[src/rtl/hd_secded_packer_pkg.sv]
// Shared constants and types for the SECDED packet packer.
//   - Codeword geometry: 16-bit word, overall parity at bit 0, Hamming
//     parity at bits 1/2/4/8. The other 11 bits carry data.
//   - Priority field location inside the corrected control word.
//   - Queue slot geometry: 16-bit slots, PACK_W/16 of them.
//   - FSM state encoding for the packer.
package hd_secded_packer_pkg;

    localparam int CW_W      = 16;    // codeword width (only 16 is supported)
    localparam int PRIO_W    = 3;     // priority field width
    localparam int PORT_W    = 4;     // port field width, reserved
    localparam int PACK_W    = 1024;  // packed queue word width
    localparam int DATA_BITS = 11;    // decoded data bits per codeword
    localparam int SYN_W     = 4;     // syndrome width

    // Parity bit positions inside a codeword
    localparam int POS_OVERALL = 0;
    localparam int POS_P1      = 1;
    localparam int POS_P2      = 2;
    localparam int POS_P4      = 4;
    localparam int POS_P8      = 8;

    // Priority field inside the corrected control codeword
    localparam int PRIO_LSB = 8;
    localparam int PRIO_MSB = 10;

    // Queue slot geometry; the slot counter has one extra bit so it can
    // represent "buffer full" (== SLOT_NUM).
    localparam int SLOT_W     = 16;
    localparam int SLOT_NUM   = PACK_W / SLOT_W;
    localparam int SLOT_IDX_W = $clog2(SLOT_NUM) + 1;

    typedef enum logic [1:0] {
        ST_IDLE    = 2'd0,
        ST_CTRL    = 2'd1,
        ST_PAYLOAD = 2'd2
    } state_t;

    // Zero-extends an 11-bit decoded data value into one queue slot.
    function automatic logic [SLOT_W-1:0] to_slot(input logic [DATA_BITS-1:0] d);
        return {{(SLOT_W - DATA_BITS){1'b0}}, d};
    endfunction

endpackage

[src/rtl/hd_secded_packer_if.sv]
// Write-side bus and packed-result bus of the SECDED packer.
//   wr_sop   : start-of-packet marker cycle (wr_data ignored)
//   wr_eop   : end-of-packet marker cycle (wr_data ignored)
//   wr_vld   : wr_data qualifier
//   wr_data  : SECDED codeword
//   Queue    : packed decoded payload, 16-bit slots
//   prior    : packet priority
//   data_vld : one-cycle packet-complete strobe
//   error    : packet contained an uncorrectable word (or was malformed)
// master = packet source / result consumer, slave = packer.
interface hd_secded_packer_if
    import hd_secded_packer_pkg::*;
#(
    parameter int DATA_WIDTH   = CW_W,
    parameter int PRIORITY_BIT = PRIO_W,
    parameter int DATAPACK_BIT = PACK_W
);
    logic                    wr_sop;
    logic                    wr_eop;
    logic                    wr_vld;
    logic [DATA_WIDTH-1:0]   wr_data;
    logic [DATAPACK_BIT-1:0] Queue;
    logic [PRIORITY_BIT-1:0] prior;
    logic                    data_vld;
    logic                    error;

    modport master (
        output wr_sop, wr_eop, wr_vld, wr_data,
        input  Queue, prior, data_vld, error
    );

    modport slave (
        input  wr_sop, wr_eop, wr_vld, wr_data,
        output Queue, prior, data_vld, error
    );
endinterface

[src/rtl/hd_secded_packer_secded16_decode.sv]
// Combinational Hamming SECDED decoder for one 16-bit codeword.
//   i_cw         : received codeword
//   o_corr       : codeword with a single-bit error repaired (unchanged
//                  for clean or double-error words)
//   o_data11     : data bits {c15..c9, c7..c5, c3} of o_corr
//   o_single_err : a single-bit error was corrected
//   o_double_err : uncorrectable double-bit error
module secded16_decode
    import hd_secded_packer_pkg::*;
(
    input  logic [CW_W-1:0]      i_cw,
    output logic [CW_W-1:0]      o_corr,
    output logic [DATA_BITS-1:0] o_data11,
    output logic                 o_single_err,
    output logic                 o_double_err
);

    logic [SYN_W-1:0] w_syn;
    logic             w_par;

    always_comb begin
        // Syndrome = XOR of the indices of all set bits 1..15; for a single
        // flipped bit it equals that bit's index.
        w_syn = '0;
        for (int i = 1; i < CW_W; i++) begin
            if (i_cw[i]) begin
                w_syn = w_syn ^ SYN_W'(i);
            end
        end
        w_par = ^i_cw;

        o_single_err = w_par;
        o_double_err = !w_par && (w_syn != '0);

        // Odd overall parity means exactly one flip; syndrome 0 then points
        // at the overall parity bit itself.
        o_corr = i_cw;
        if (w_par) begin
            o_corr[w_syn] = ~o_corr[w_syn];
        end

        o_data11 = {o_corr[CW_W-1:POS_P8+1],
                    o_corr[POS_P8-1:POS_P4+1],
                    o_corr[POS_P4-1:POS_P2+1]};
    end

endmodule

[src/rtl/hd_secded_packer.sv]
// SECDED packet packer: decodes a framed packet of 16-bit SECDED
// codewords, takes the priority from the control word and packs the
// decoded payload into a 1024-bit queue word.
//   clk   : clock, rising edge
//   rst_n : synchronous active-low reset
//   bus   : slave side of hd_secded_packer_if (write bus in, result out)
// Results are published one cycle after the eop marker cycle and held
// until the next packet completes.
module hd_secded_packer
    import hd_secded_packer_pkg::*;
(
    input  logic              clk,
    input  logic              rst_n,
    hd_secded_packer_if.slave bus
);

    state_t                  r_state;
    logic [PACK_W-1:0]       r_buf;
    logic [SLOT_IDX_W-1:0]   r_slot;
    logic                    r_sticky;
    logic [PRIO_W-1:0]       r_prio_lat;
    logic [PACK_W-1:0]       r_queue;
    logic [PRIO_W-1:0]       r_prior;
    logic                    r_error;
    logic                    r_data_vld;

    logic [CW_W-1:0]         w_corr;
    logic [DATA_BITS-1:0]    w_data11;
    logic                    w_single_err;
    logic                    w_double_err;
    logic                    w_unused_bits;

    secded16_decode u_dec (
        .i_cw         (bus.wr_data),
        .o_corr       (w_corr),
        .o_data11     (w_data11),
        .o_single_err (w_single_err),
        .o_double_err (w_double_err)
    );

    // Corrections are silent; only the priority bits of the corrected word
    // are needed here.
    assign w_unused_bits = ^{w_single_err, w_corr[CW_W-1:PRIO_MSB+1], w_corr[PRIO_LSB-1:0]};

    always_ff @(posedge clk) begin
        if (!rst_n) begin
            r_state    <= ST_IDLE;
            r_buf      <= '0;
            r_slot     <= '0;
            r_sticky   <= 1'b0;
            r_prio_lat <= '0;
            r_queue    <= '0;
            r_prior    <= '0;
            r_error    <= 1'b0;
            r_data_vld <= 1'b0;
        end else begin
            r_data_vld <= 1'b0;
            // sop restarts from any state and outranks a simultaneous eop
            if (bus.wr_sop) begin
                r_buf      <= '0;
                r_slot     <= '0;
                r_sticky   <= 1'b0;
                r_prio_lat <= '0;
                r_state    <= ST_CTRL;
            end else begin
                case (r_state)
                    ST_IDLE: begin
                        r_state <= ST_IDLE;
                    end
                    ST_CTRL: begin
                        if (bus.wr_eop) begin
                            // Packet ended without a control word
                            r_queue    <= '0;
                            r_prior    <= '0;
                            r_error    <= 1'b1;
                            r_data_vld <= 1'b1;
                            r_state    <= ST_IDLE;
                        end else if (bus.wr_vld) begin
                            r_prio_lat <= w_corr[PRIO_MSB:PRIO_LSB];
                            if (w_double_err) begin
                                r_sticky <= 1'b1;
                            end
                            r_state <= ST_PAYLOAD;
                        end
                    end
                    ST_PAYLOAD: begin
                        if (bus.wr_eop) begin
                            r_queue    <= r_buf;
                            r_prior    <= r_prio_lat;
                            r_error    <= r_sticky;
                            r_data_vld <= 1'b1;
                            r_state    <= ST_IDLE;
                        end else if (bus.wr_vld) begin
                            if (r_slot == SLOT_IDX_W'(SLOT_NUM)) begin
                                // Buffer full: drop the word, flag the packet
                                r_sticky <= 1'b1;
                            end else begin
                                r_buf[r_slot[SLOT_IDX_W-2:0] * SLOT_W +: SLOT_W] <= to_slot(w_data11);
                                r_slot <= r_slot + SLOT_IDX_W'(1);
                                if (w_double_err) begin
                                    r_sticky <= 1'b1;
                                end
                            end
                        end
                    end
                    default: begin
                        r_state <= ST_IDLE;
                    end
                endcase
            end
        end
    end

    assign bus.Queue    = r_queue;
    assign bus.prior    = r_prior;
    assign bus.error    = r_error;
    assign bus.data_vld = r_data_vld;

endmodule

[src/flat_wrapper.sv]
// flat-port wrapper written by rule: the top's interface ports become plain ports
module hd_secded_packer_flat import hd_secded_packer_pkg::*;
  (clk, rst_n, bus_wr_sop, bus_wr_eop, bus_wr_vld, bus_wr_data, bus_Queue, bus_prior, bus_data_vld, bus_error);
  hd_secded_packer_if bus_i ();
  input  logic clk;
  input  logic rst_n;
  input wire logic [$bits(bus_i.wr_sop)-1:0] bus_wr_sop;
  input wire logic [$bits(bus_i.wr_eop)-1:0] bus_wr_eop;
  input wire logic [$bits(bus_i.wr_vld)-1:0] bus_wr_vld;
  input wire logic [$bits(bus_i.wr_data)-1:0] bus_wr_data;
  output wire logic [$bits(bus_i.Queue)-1:0] bus_Queue;
  output wire logic [$bits(bus_i.prior)-1:0] bus_prior;
  output wire logic [$bits(bus_i.data_vld)-1:0] bus_data_vld;
  output wire logic [$bits(bus_i.error)-1:0] bus_error;
  assign bus_i.wr_sop = bus_wr_sop;
  assign bus_i.wr_eop = bus_wr_eop;
  assign bus_i.wr_vld = bus_wr_vld;
  assign bus_i.wr_data = bus_wr_data;
  assign bus_Queue = bus_i.Queue;
  assign bus_prior = bus_i.prior;
  assign bus_data_vld = bus_i.data_vld;
  assign bus_error = bus_i.error;
  hd_secded_packer u_core (.clk(clk), .rst_n(rst_n), .bus(bus_i));
endmodule
[config.mk]
export PLATFORM = sky130hd
export DESIGN_NAME = hd_secded_packer_flat
export DESIGN_NICKNAME = d
export VERILOG_FILES = /design/src/rtl/hd_secded_packer_pkg.sv /design/src/rtl/hd_secded_packer_if.sv /design/src/rtl/hd_secded_packer_secded16_decode.sv /design/src/rtl/hd_secded_packer.sv /design/src/flat_wrapper.sv
export SDC_FILE = /design/constraint.sdc
export NUM_CORES = 2
export LEC_CHECK = 0
export CORE_AREA = 2 2 404 406
export CTS_BUF_LIST = sky130_fd_sc_hd__clkbuf_4 sky130_fd_sc_hd__clkbuf_8
export CTS_CLUSTER_DIAMETER = 40
export DETAILED_ROUTE_END_ITERATION = 12
export DIE_AREA = 0 0 406 408
export HOLD_SLACK_MARGIN = 0.06
export SYNTH_ARGS = -nofsm -noshare
export SYNTH_HDL_FRONTEND = slang
export SYNTH_SLANG_ARGS = --single-unit
[constraint.sdc]
create_clock -name clk -period 7.4 [get_ports clk]
set_input_delay 1.11 -clock clk [delete_from_list [all_inputs] [get_ports clk]]
set_output_delay 1.11 -clock clk [all_outputs]
set_load 0.03 [all_outputs]
==> results.yml <==
worst_setup_path:
  crit_slowest_cell: "dfxtp_4"
  crit_arrival_ns: 3.85
  rrSetupSlack_ns: 3.02
  crit_path_max_fanout: 149
  slowest_delay_ns: 1.07
  worstSetupPathType: "flop to primary output"
  end_kind: "primary output"
  worstRegToRegCells: 7
  cp.required_ns: 6.29
  worstSetupStartpoint: "u_core.bus.Queue[383]"
  reg2reg_from: "u_core.r_slot[0]"
  crit_chain: "buf_4 -> clkdlybuf4s50_1"
  cp.buffers_inverters: 2
  crit_path_start_kind: "flop"
  endpoint: "bus_Queue[956]"
  crit_family: "buffers and inverters"
  r2r_end: "u_core.r_buf[96]"
  cp.depth: 2
final_layout:
  fillers: 16000
  drive_above_1_share_pct: 9.55
  finalNonFillerCells: 9178
  final_area_mm2: 0.0695
  area_growth_pct: 28.5
  num-nets-final: 6847
status:
  status: "completed"
yosys:
  synth_fp_nets: 6298
  synth_area_mm2: 0.0540
  synth_top_area_share_pct: 52.9
  ys_warn_count: 0
  yosysSeqAreaShare_pct: 52.9
  ys_ff_latch: 1427
  synth_ff_type: "dfxtp_1"
  synthTopCellsByArea: "dfxtp_1, nand2_1, a21boi_0, nand3_1, o21ai_0"
  synthArstFlopShare_pct: 0
  synth_top_area_cell: "dfxtp_1"
  syn_area_per_cell_um2: 8.62
  synth-edff-count: 0
  synth_cells: 6272
  ys_types: 68
clocking:
  cts.path.max_buffers: 4
  cts.repair.resized: 0
  cts_hold_buf: 0
  clock-sinks: 1427
  clkTransAtPathRegs_ns: 0.05
  cts-root-buf: "clkbuf_8"
  cts_tree: "built"
  cts_buffers: 279
  ctsHtreeMaxLevel: 5
  insertion_delay_ns: 1.01
  cts_setup_buffers: 0
global_routing:
  grt_max_degree: 189
  grt_overflow: 0
  grt_first_pass_wirelength_mm: 304
  groute.usage.overall_pct: 24.6
  antenna_found_initial: 15
  grt_pass1_vias: 44200
floorplan:
  die_w_um: 406
  coreArea_mm2: 0.162
  rows: 148
  die_area_mm2: 0.166
  initial_core_util_pct: 33.4
  die_h_um: 408
  pin_count: 1050
route:
  drcViolationCount: 0
  first_pass_iters: 5
  viasPerCell: 5.08
  routed_wirelength_mm: 213
  num_vias: 46700
  wire_per_inst_um: 23.2
  detail-route-antenna-nets: 0
  drt_iter0_markers: 3930
power_and_ir_drop:
  p_leak_nw: 22.7
  peakVddDrop_uv: 171
  finalPower_mw: 16.9
  powerDensity_mw_per_mm2: 243
timing:
  finalSetupTns_ns: 0
  min_period_ns: 4.96
  finalCritPeriodShare_pct: 67.0
  slew_headroom_pct: 3.38
  setup_viol: 0
  fmax_mhz: 202
  worstMarginPinSlew_ns: 1.45
  hold_viol_final: 0
  clock_skew_ns: 0.0646
  rsz0062_at_grt: "no"
  drv_slew: 0
job:
  max_cap_viol_count: 0
place:
  place_inst: 8714
  dpl.hpwl_mm: 137
  portBuffers: 1049
  postPlaceCellArea_mm2: 0.0637
  gp_congestion: 0.875
hold_path:
  worstHoldPathType: "flop to flop"
[flip-flops by register name, summed over array words and instances (netlist names), 2 cells and up]
signal	flops
u_core.r_buf	704
u_core.bus.Queue	705
u_core.r_slot	7
u_core.r_state	2
u_core.bus.prior	3
u_core.r_prio_lat	3
[worst min path at each step]
stage	start	end	slack, ns	depth (start not counted)
after floorplan	u_core.r_buf[1000]	u_core.r_buf[1000]	0.42	2
after global placement	u_core.r_buf[195]	u_core.r_buf[195]	0.43	2
after detailed placement	u_core.r_buf[466]	u_core.r_buf[466]	0.44	2
after CTS	u_core.r_buf[146]	u_core.bus.Queue[146]	0.42	2
after global routing	u_core.r_buf[148]	u_core.bus.Queue[148]	0.44	2
final	u_core.r_buf[208]	u_core.bus.Queue[208]	0.42	2
[layer usage]
layer  wire length (um)  up-vias  share of wire (%)  global-route usage, %
met5                 44        -              0.021                      0
met1              87500    22500                 41                   30.5
li1                   -    21800                  -                      -
met2              99100     1902                 47                   39.6
met4               9630        8                4.5                   11.7
met3              16600      377                7.8                   6.39
[logic make-up after synthesis]
| group | after synthesis | synth area share (%) |
|---|---|---|
| muxes | 26 | 0.507 |
| xor gates and xnor gates | 45 | 1.01 |
| DFF | 1427 | 52.9 |
| AOI/OAI and AO/OA | 1509 | 18.0 |
| adders and majority gates | 8 | 0.174 |
| and+or+nand+nor | 2376 | 18.8 |
| buffers and inverters | 881 | 8.71 |
[power by group]
| part | switching, mW | total [mW] | internal, mW |
|---|---|---|---|
| Clock | 3.37 | 8.26 | 4.89 |
| Combinational | 0.731 | 0.912 | 0.182 |
| Sequential | 0.000858 | 7.69 | 7.69 |
[metrics by stage]
step,hold slack [ns],utilization [%],setup WS (ns)
after floorplan,0.425,-,2.64
after global placement,0.433,39.4,2.26
after detailed placement,0.441,39.4,2.22
after CTS,0.417,42.9,2.29
after global routing,0.442,43.0,2.07
final,0.422,43.0,2.44
[cells in the mapped netlist, drive strengths merged, types with 2 or more instances]
cell,number
buf,385
o22ai,7
xor2,15
and2,7
o32ai,6
a211oi,8
nor2,69
clkbuf,487
nand2,1453
a31oi,12
ha,5
o31ai,10
and3,9
a21oi,82
nor3b,2
o21ai,648
dfxtp,1427
a21boi,709
nand2b,23
o21a,2
inv,9
nor4b,2
nor2b,5
mux2i,21
xnor2,27
a32oi,9
nand3,748
or3,4
or2,3
mux2,5
xnor3,3
o211ai,10
nand4,15
maj3,3
nand3b,2
nor3,25
nor4,8
[placed cells by master, fill, tap and decap left out, drive strengths merged, types with 4 or more instances in the layout]
master,count
a21oi,82
inv,14
ha,5
diode,11
clkbuf,398
dfxtp,1427
and2,7
mux2i,21
mux2,5
nor2b,5
clkinv,21
a211oi,8
nor4,8
and3,9
o211ai,10
a21boi,709
nand3,748
o31ai,10
xor2,15
nand2,1453
clkinvlp,13
bufinv,15
o21ai,648
a32oi,9
nand2b,23
or3,4
nor2,69
xnor2,27
a31oi,12
o32ai,6
clkdlybuf4s50,1048
nand4,15
buf,92
o22ai,7
nor3,25
[worst min-delay path: cells and delay by family (launching register included)]
family | cells | cell delay [ns]
AOI/OAI and AO/OA | 1 | 0.07
DFF | 1 | 0.31
and+or+nand+nor | 1 | 0.05
[cell type report]
cell class,count,area (um^2),share of cell area [%]
sequential,1427,28600,41.1
multi-input combinational,3964,21100,30.3
timing repair buffer,1140,11300,16.3
clock buffer,398,5050,7.27
tap,2175,2720,3.92
clock inverter,54,704,1.01
inverter,9,33.8,0.0486
antenna,11,27.5,0.0396
(Power assumes the default switching activity.)
